[config.mk]
export PLATFORM = sky130hd
export DESIGN_NAME = vga_timing_gen_flat
export DESIGN_NICKNAME = d
export VERILOG_FILES = /design/src/rtl/vga_timing_gen_pkg.sv /design/src/rtl/vga_timing_gen_if.sv /design/src/rtl/vga_timing_gen_sync_delay.sv /design/src/rtl/vga_timing_gen.sv /design/src/flat_wrapper.sv
export SDC_FILE = /design/constraint.sdc
export NUM_CORES = 1
export LEC_CHECK = 0
export CORE_ASPECT_RATIO = 0.8
export CORE_MARGIN = 4
export CORE_UTILIZATION = 30
export CTS_BUF_LIST = sky130_fd_sc_hd__clkbuf_2 sky130_fd_sc_hd__clkbuf_4 sky130_fd_sc_hd__clkbuf_8
export CTS_CLUSTER_SIZE = 14
export DETAILED_ROUTE_END_ITERATION = 10
export DONT_BUFFER_PORTS = 1
export MAX_ROUTING_LAYER = met4
export PLACE_DENSITY = 0.5
export SYNTH_ARGS = -nofsm -noshare
export SYNTH_HDL_FRONTEND = slang
export SYNTH_SLANG_ARGS = --single-unit
[constraint.sdc]
create_clock -name vga_clk -period 2.6 [get_ports vga_clk]
set_input_delay 0.39 -clock vga_clk [delete_from_list [all_inputs] [get_ports vga_clk]]
set_output_delay 0.39 -clock vga_clk [all_outputs]
set_load 0.02 [all_outputs]
[src/rtl/vga_timing_gen_pkg.sv]
// Shared raster constants and the coordinate type for the 640x480@60 video path.
package vga_timing_pkg;

    localparam int VGA_H_VIS  = 640;
    localparam int VGA_H_FP   = 16;
    localparam int VGA_H_SYNC = 96;
    localparam int VGA_H_BP   = 48;
    localparam int VGA_V_VIS  = 480;
    localparam int VGA_V_FP   = 10;
    localparam int VGA_V_SYNC = 2;
    localparam int VGA_V_BP   = 33;

    localparam int H_TOTAL = VGA_H_VIS + VGA_H_FP + VGA_H_SYNC + VGA_H_BP;
    localparam int V_TOTAL = VGA_V_VIS + VGA_V_FP + VGA_V_SYNC + VGA_V_BP;

    typedef logic [9:0] coord_t;

endpackage

[src/rtl/vga_timing_gen_if.sv]
// Raster bus between the timing source (master) and the sprite renderers / VGA pins.
interface vga_timing_gen_if;
    import vga_timing_pkg::*;

    logic        pix_en;
    coord_t      DrawX;
    coord_t      DrawY;
    logic        blank;
    logic        hs;
    logic        vs;
    logic        frame_end;
    logic [15:0] frame_count;

    modport master (
        input  pix_en,
        output DrawX, DrawY, blank, hs, vs, frame_end, frame_count
    );

    modport slave (
        output pix_en,
        input  DrawX, DrawY, blank, hs, vs, frame_end, frame_count
    );

endinterface

[src/rtl/vga_timing_gen_sync_delay.sv]
// Enabled shift register that lines hs/vs up with the renderers' registered RGB.
module sync_delay #(
    parameter int               DEPTH   = 1,
    parameter int               WIDTH   = 2,
    parameter logic [WIDTH-1:0] RST_VAL = '1
) (
    input  logic             clk,
    input  logic             rst_n,
    input  logic             en_i,
    input  logic [WIDTH-1:0] d_i,
    output logic [WIDTH-1:0] q_o
);

    logic [WIDTH-1:0] stage_q [DEPTH];

    always_ff @(posedge clk or negedge rst_n) begin
        if (!rst_n) begin
            for (int i = 0; i < DEPTH; i++) stage_q[i] <= RST_VAL;
        end else if (en_i) begin
            stage_q[0] <= d_i;
            for (int i = 1; i < DEPTH; i++) stage_q[i] <= stage_q[i-1];
        end
    end

    assign q_o = stage_q[DEPTH-1];

endmodule

[src/rtl/vga_timing_gen.sv]
// Raster timing source: column/line counters, blank and sync decode, frame pulse and counter.
module vga_timing_gen
    import vga_timing_pkg::*;
#(
    parameter int   H_VIS    = VGA_H_VIS,
    parameter int   H_FP     = VGA_H_FP,
    parameter int   H_SYNC   = VGA_H_SYNC,
    parameter int   H_BP     = VGA_H_BP,
    parameter int   V_VIS    = VGA_V_VIS,
    parameter int   V_FP     = VGA_V_FP,
    parameter int   V_SYNC   = VGA_V_SYNC,
    parameter int   V_BP     = VGA_V_BP,
    parameter logic SYNC_POL = 1'b0,
    parameter int   PIPE_DLY = 1
) (
    input  logic vga_clk,
    input  logic reset_n,
    vga_timing_gen_if.master vga
);

    localparam int H_TOT = H_VIS + H_FP + H_SYNC + H_BP;
    localparam int V_TOT = V_VIS + V_FP + V_SYNC + V_BP;

    if (H_TOT > 1024) begin : g_bad_h
        $error("vga_timing_gen: H_TOTAL does not fit the 10-bit column counter");
    end
    if (V_TOT > 1024) begin : g_bad_v
        $error("vga_timing_gen: V_TOTAL does not fit the 10-bit line counter");
    end
    if (PIPE_DLY > 4 || PIPE_DLY < 0) begin : g_bad_dly
        $error("vga_timing_gen: PIPE_DLY must be 0..4");
    end

    localparam coord_t H_LAST  = coord_t'(H_TOT - 1);
    localparam coord_t V_LAST  = coord_t'(V_TOT - 1);
    localparam coord_t H_VIS_C = coord_t'(H_VIS);
    localparam coord_t V_VIS_C = coord_t'(V_VIS);
    localparam coord_t HS_BEG  = coord_t'(H_VIS + H_FP);
    localparam coord_t HS_END  = coord_t'(H_VIS + H_FP + H_SYNC);
    localparam coord_t VS_BEG  = coord_t'(V_VIS + V_FP);
    localparam coord_t VS_END  = coord_t'(V_VIS + V_FP + V_SYNC);

    coord_t      x_q, x_d, y_q, y_d;
    logic [15:0] fc_q, fc_d;
    logic        blank_q, blank_d;
    logic        hs_raw_q, hs_raw_d, vs_raw_q, vs_raw_d;
    logic        frame_end_q, frame_end_d;
    logic [1:0]  sync_dly;

    // Decode from the next-count values so the registered flags describe the
    // same pixel that DrawX/DrawY present in the following cycle.
    always_comb begin
        x_d  = x_q;
        y_d  = y_q;
        fc_d = fc_q;
        if (vga.pix_en) begin
            if (x_q == H_LAST) begin
                x_d = '0;
                if (y_q == V_LAST) begin
                    y_d  = '0;
                    fc_d = fc_q + 16'd1;
                end else begin
                    y_d = y_q + 10'd1;
                end
            end else begin
                x_d = x_q + 10'd1;
            end
        end
        blank_d     = (x_d < H_VIS_C) && (y_d < V_VIS_C);
        hs_raw_d    = ((x_d >= HS_BEG) && (x_d < HS_END)) ? SYNC_POL : ~SYNC_POL;
        vs_raw_d    = ((y_d >= VS_BEG) && (y_d < VS_END)) ? SYNC_POL : ~SYNC_POL;
        frame_end_d = vga.pix_en && (x_d == H_LAST) && (y_d == V_LAST);
    end

    always_ff @(posedge vga_clk or negedge reset_n) begin
        if (!reset_n) begin
            x_q         <= '0;
            y_q         <= '0;
            fc_q        <= '0;
            blank_q     <= 1'b1;
            hs_raw_q    <= ~SYNC_POL;
            vs_raw_q    <= ~SYNC_POL;
            frame_end_q <= 1'b0;
        end else begin
            x_q         <= x_d;
            y_q         <= y_d;
            fc_q        <= fc_d;
            blank_q     <= blank_d;
            hs_raw_q    <= hs_raw_d;
            vs_raw_q    <= vs_raw_d;
            frame_end_q <= frame_end_d;
        end
    end

    if (PIPE_DLY == 0) begin : g_no_dly
        assign sync_dly = {hs_raw_q, vs_raw_q};
    end else begin : g_dly
        sync_delay #(
            .DEPTH  (PIPE_DLY),
            .WIDTH  (2),
            .RST_VAL({2{~SYNC_POL}})
        ) u_sync_delay (
            .clk  (vga_clk),
            .rst_n(reset_n),
            .en_i (vga.pix_en),
            .d_i  ({hs_raw_q, vs_raw_q}),
            .q_o  (sync_dly)
        );
    end

    assign vga.DrawX       = x_q;
    assign vga.DrawY       = y_q;
    assign vga.blank       = blank_q;
    assign vga.hs          = sync_dly[1];
    assign vga.vs          = sync_dly[0];
    assign vga.frame_end   = frame_end_q;
    assign vga.frame_count = fc_q;

endmodule

[src/flat_wrapper.sv]
// flat-port wrapper written by rule: the top's interface ports become plain ports
module vga_timing_gen_flat import vga_timing_pkg::*;
#(
    parameter int   H_VIS    = VGA_H_VIS,
    parameter int   H_FP     = VGA_H_FP,
    parameter int   H_SYNC   = VGA_H_SYNC,
    parameter int   H_BP     = VGA_H_BP,
    parameter int   V_VIS    = VGA_V_VIS,
    parameter int   V_FP     = VGA_V_FP,
    parameter int   V_SYNC   = VGA_V_SYNC,
    parameter int   V_BP     = VGA_V_BP,
    parameter logic SYNC_POL = 1'b0,
    parameter int   PIPE_DLY = 1
)
  (vga_clk, reset_n, vga_pix_en, vga_DrawX, vga_DrawY, vga_blank, vga_hs, vga_vs, vga_frame_end, vga_frame_count);
  vga_timing_gen_if vga_i ();
  input  logic vga_clk;
  input  logic reset_n;
  input wire logic [$bits(vga_i.pix_en)-1:0] vga_pix_en;
  output wire logic [$bits(vga_i.DrawX)-1:0] vga_DrawX;
  output wire logic [$bits(vga_i.DrawY)-1:0] vga_DrawY;
  output wire logic [$bits(vga_i.blank)-1:0] vga_blank;
  output wire logic [$bits(vga_i.hs)-1:0] vga_hs;
  output wire logic [$bits(vga_i.vs)-1:0] vga_vs;
  output wire logic [$bits(vga_i.frame_end)-1:0] vga_frame_end;
  output wire logic [$bits(vga_i.frame_count)-1:0] vga_frame_count;
  assign vga_i.pix_en = vga_pix_en;
  assign vga_DrawX = vga_i.DrawX;
  assign vga_DrawY = vga_i.DrawY;
  assign vga_blank = vga_i.blank;
  assign vga_hs = vga_i.hs;
  assign vga_vs = vga_i.vs;
  assign vga_frame_end = vga_i.frame_end;
  assign vga_frame_count = vga_i.frame_count;
  vga_timing_gen #(.H_VIS(H_VIS), .H_FP(H_FP), .H_SYNC(H_SYNC), .H_BP(H_BP), .V_VIS(V_VIS), .V_FP(V_FP), .V_SYNC(V_SYNC), .V_BP(V_BP), .SYNC_POL(SYNC_POL), .PIPE_DLY(PIPE_DLY)) u_core (.vga_clk(vga_clk), .reset_n(reset_n), .vga(vga_i));
endmodule
==> results.md <==
- Status: complete, no violations
- Tightest Pin Transition: slightly above 0.4 ns
- Vias in the first global route: between 1500 and 2000
- Slew headroom: between 70 and 80%
- Clock sinks: between 40 and 50
- Final Instance Area: between 2000 and 2500 um2
- Io pins: between 40 and 50
- Layout cell share with drive strength beyond 1: between 20 and 25%
- Synth unique cells: slightly above 40
- Die Area: roughly 8600 um2
- Maxcap violations: 0
- DP Cell Count: between 200 and 300
- Worst Path Required: roughly 2.8 ns
- Resize count post-CTS: 0
- Initial DRC count: 53
- Worst R2R Setup Slack: between 0.2 and 0.3 ns
- Die height: 83.7 um
- Post-route insts no fill: roughly 300
- Post-synthesis simple-gate area fraction: 24.6%
- Diode count: 0
- Routed vias: approximately 1500
- Core area: a little under 7000 um2
- Setup crit start: u_core.vga.DrawX[6]$_DFF_PN0_
- Layout Nets: about 230
- Pwr dens: 701 nW/um2
- Critical Path End: u_core.vs_raw_q$_DFF_PN1_
- Reg2Reg Depth: 6
- Ys flop type: dfrtp_1
- FMAX: between 400 and 500 MHz
- Final wirelength: 4970 um
- Wire per inst: 16.2 um
- Crit share post-route: 88.9%
- RSZ-0062 raised after global routing: no
- TritonCTS clock tree: built
- Grt ovf: 0
- Compound-cell area share of the yosys netlist: under 10%
- Post-synth ARST share: 100%
- Crit path time final: between 2 and 2.5 ns
- Adder-Cell Fraction of Synth Area: 2.33%
- Xor/xnor cell area share of the yosys netlist: 12.4%
- CTS buffer count: 5
- Post-route ant nets: 0
- Post-CTS Repair Setup Buffers: 0
- Hold_buf cts: 2
- Hold path cells: 1
- Register area share after synthesis: about half
- CTS H-tree depth: 2
- Crit path launch type: flop
- Largest family of logic cells by synthesized area: simple AND/OR/NAND/NOR gates
- Synth warnings: 0
- Post-Syn Nets: around 210
- Mux share of post-synthesis cell area: under 10%
- Root buffer cell: clkbuf_8
- PortBufs: 0
- Row count: 27
- Post-route clock skew: 0.00844 ns
- Post-synth EDFFs: 0
- HP Class: in -> reg
- RR Endpoint: u_core.vs_raw_q$_DFF_PN1_
- Setup violators final: 0
- Mean Syn Cell Area: 10.8 um2
- DRC Markers: 0
- Initial antenna violation count: 0
- Lkg Pwr: 1.13 nW
- WS Path Type: reg -> reg
- Worst reg2reg path startpoint: u_core.vga.DrawX[6]$_DFF_PN0_
- Final Hold Fails: 0
- CP arrival: 2.54 ns
- Hpwl dp: between 3000 and 4000 um
- Fillers: around 680
- Fin. max-slew vios: 0
- Worst vdd ir: roughly 0.28 mV
- Most frequent cells in the layout: 37 x dfrtp_1, 18 x nand2_1, 17 x xnor2_1
- Initial Util: ~31%
- Seq cells post-synth: between 40 and 50
- Largest net degree at the start of global routing: 43
- CTS clk-pin slew, worst paths: approximately 0.090 ns
- Maximum root-to-sink buffer count: 2
- Syn Inst Count: 200
- Die width: approximately 100 um
- Clock latency on the worst-skew pair: approximately 0.30 ns
- All-Layer GR Usage: a little over an eighth
- Setup TNS: 0 ns
- GP Congestion: between 0.7 and 0.8
- Area grow syn2layout: 15.9%
- Min Hold Slack: about 0.19 ns
- Vias per cell: 5.02
- Pre-antenna DRT Iters: 4
- Commonest non-fill, non-tap cell in the layout: dfrtp_1
- DP Area: between 2000 and 2500 um2
- Crit end category: flop
- Crit Path Max Fanout: 9
- First-pass GRT wire length: between 8000 and 9000 um
- Syn Std Cell Area: 2150 um2
-- power by group --
group	internal, mW	switching, mW	total, mW
clock network	0.385	0.251	0.637
registers	0.700	0.0627	0.763
logic	0.132	0.217	0.350
-- synth_stat cells (4+ instances only) --
| cell | count | area [um2] |
|---|---|---|
| dfrtp_1 | 37 | 926 |
| nand2_1 | 18 | 67.6 |
| xnor2_1 | 17 | 149 |
| nand4_1 | 13 | 81.3 |
| nand3_1 | 11 | 55.1 |
| nor2_1 | 11 | 41.3 |
| inv_1 | 9 | 33.8 |
| a21oi_1 | 8 | 40.0 |
| xor2_1 | 8 | 70.1 |
| and4_1 | 7 | 61.3 |
| and3_1 | 6 | 37.5 |
| dfstp_2 | 5 | 131 |
| ha_1 | 4 | 50.1 |
| nor3_1 | 4 | 20.0 |
| o21ai_0 | 4 | 20.0 |
-- layout make-up --
type	instances	area (um2)	area share, %
Multi-Input combinational cell	144	1010	40.6
Clock buffer	5	68.8	2.76
Tap cell	87	109	4.37
Sequential cell	42	1060	42.4
Inverter	9	33.8	1.35
Timing Repair Buffer	16	143	5.72
Clock inverter	3	68.8	2.76
-- routing by layer --
metal	routed length, um	global-route usage, %
met1	2420	19.4
met2	2040	16.1
met3	433	4.68
met4	76	4.65
met5	0	-
-- stage by stage --
step	power, mW	setup WS, ns	util, %
global route	1.86	0.141	36.0
CTS	1.77	0.271	36.0
floorplan	1.01	0.485	-
global placement	1.11	0.291	33.5
detailed placement	1.11	0.293	33.5
finish	1.75	0.289	36.0
-- kinds of logic (layout without fill, tap and decap cells) --
family,after synthesis,count (layout)
AND/OR/NAND/NOR,88,88
flip-flops,42,42
XOR/XNOR,28,28
AO/OA/AOI/OAI,21,21
buffers and inverters,14,33
adder cells (fa/ha/maj),4,4
multiplexers,3,3
-- critical path: stages, from the launching register on --
cell	delay [ns]
dfrtp_1	0.52
nor3b_4	0.39
and3_1	0.45
nand2_1	0.15
xor2_2	0.22
o2111ai_1	0.16
or3_1	0.35
-- state kept, by name, indices dropped and copies added (netlist names) --
register                       cells
u_core.vga.DrawY                  10
u_core.vga.frame_count            16
u_core.hs_raw_q                    1
u_core.vga.frame_end               1
u_core.vs_raw_q                    1
u_core.vga.blank                   1
u_core.g_dly.u_sync_delay.q_o      2
u_core.vga.DrawX                  10
-- worst min-delay path by stage --
stage	slack [ns]	from	end
after detailed placement	0.1	reset_n	u_core.vga.DrawX[6]$_DFF_PN0_
after floorplan	0.09	reset_n	u_core.vga.DrawX[0]$_DFF_PN0_
after CTS	0.18	vga_pix_en	u_core.vga.DrawX[1]$_DFF_PN0_
final	0.19	vga_pix_en	u_core.vga.DrawX[1]$_DFF_PN0_
after global placement	0.1	reset_n	u_core.vga.DrawX[8]$_DFF_PN0_
after global routing	0.16	vga_pix_en	u_core.vga.DrawX[1]$_DFF_PN0_
Note: power is estimated with default switching activity, not from simulation.
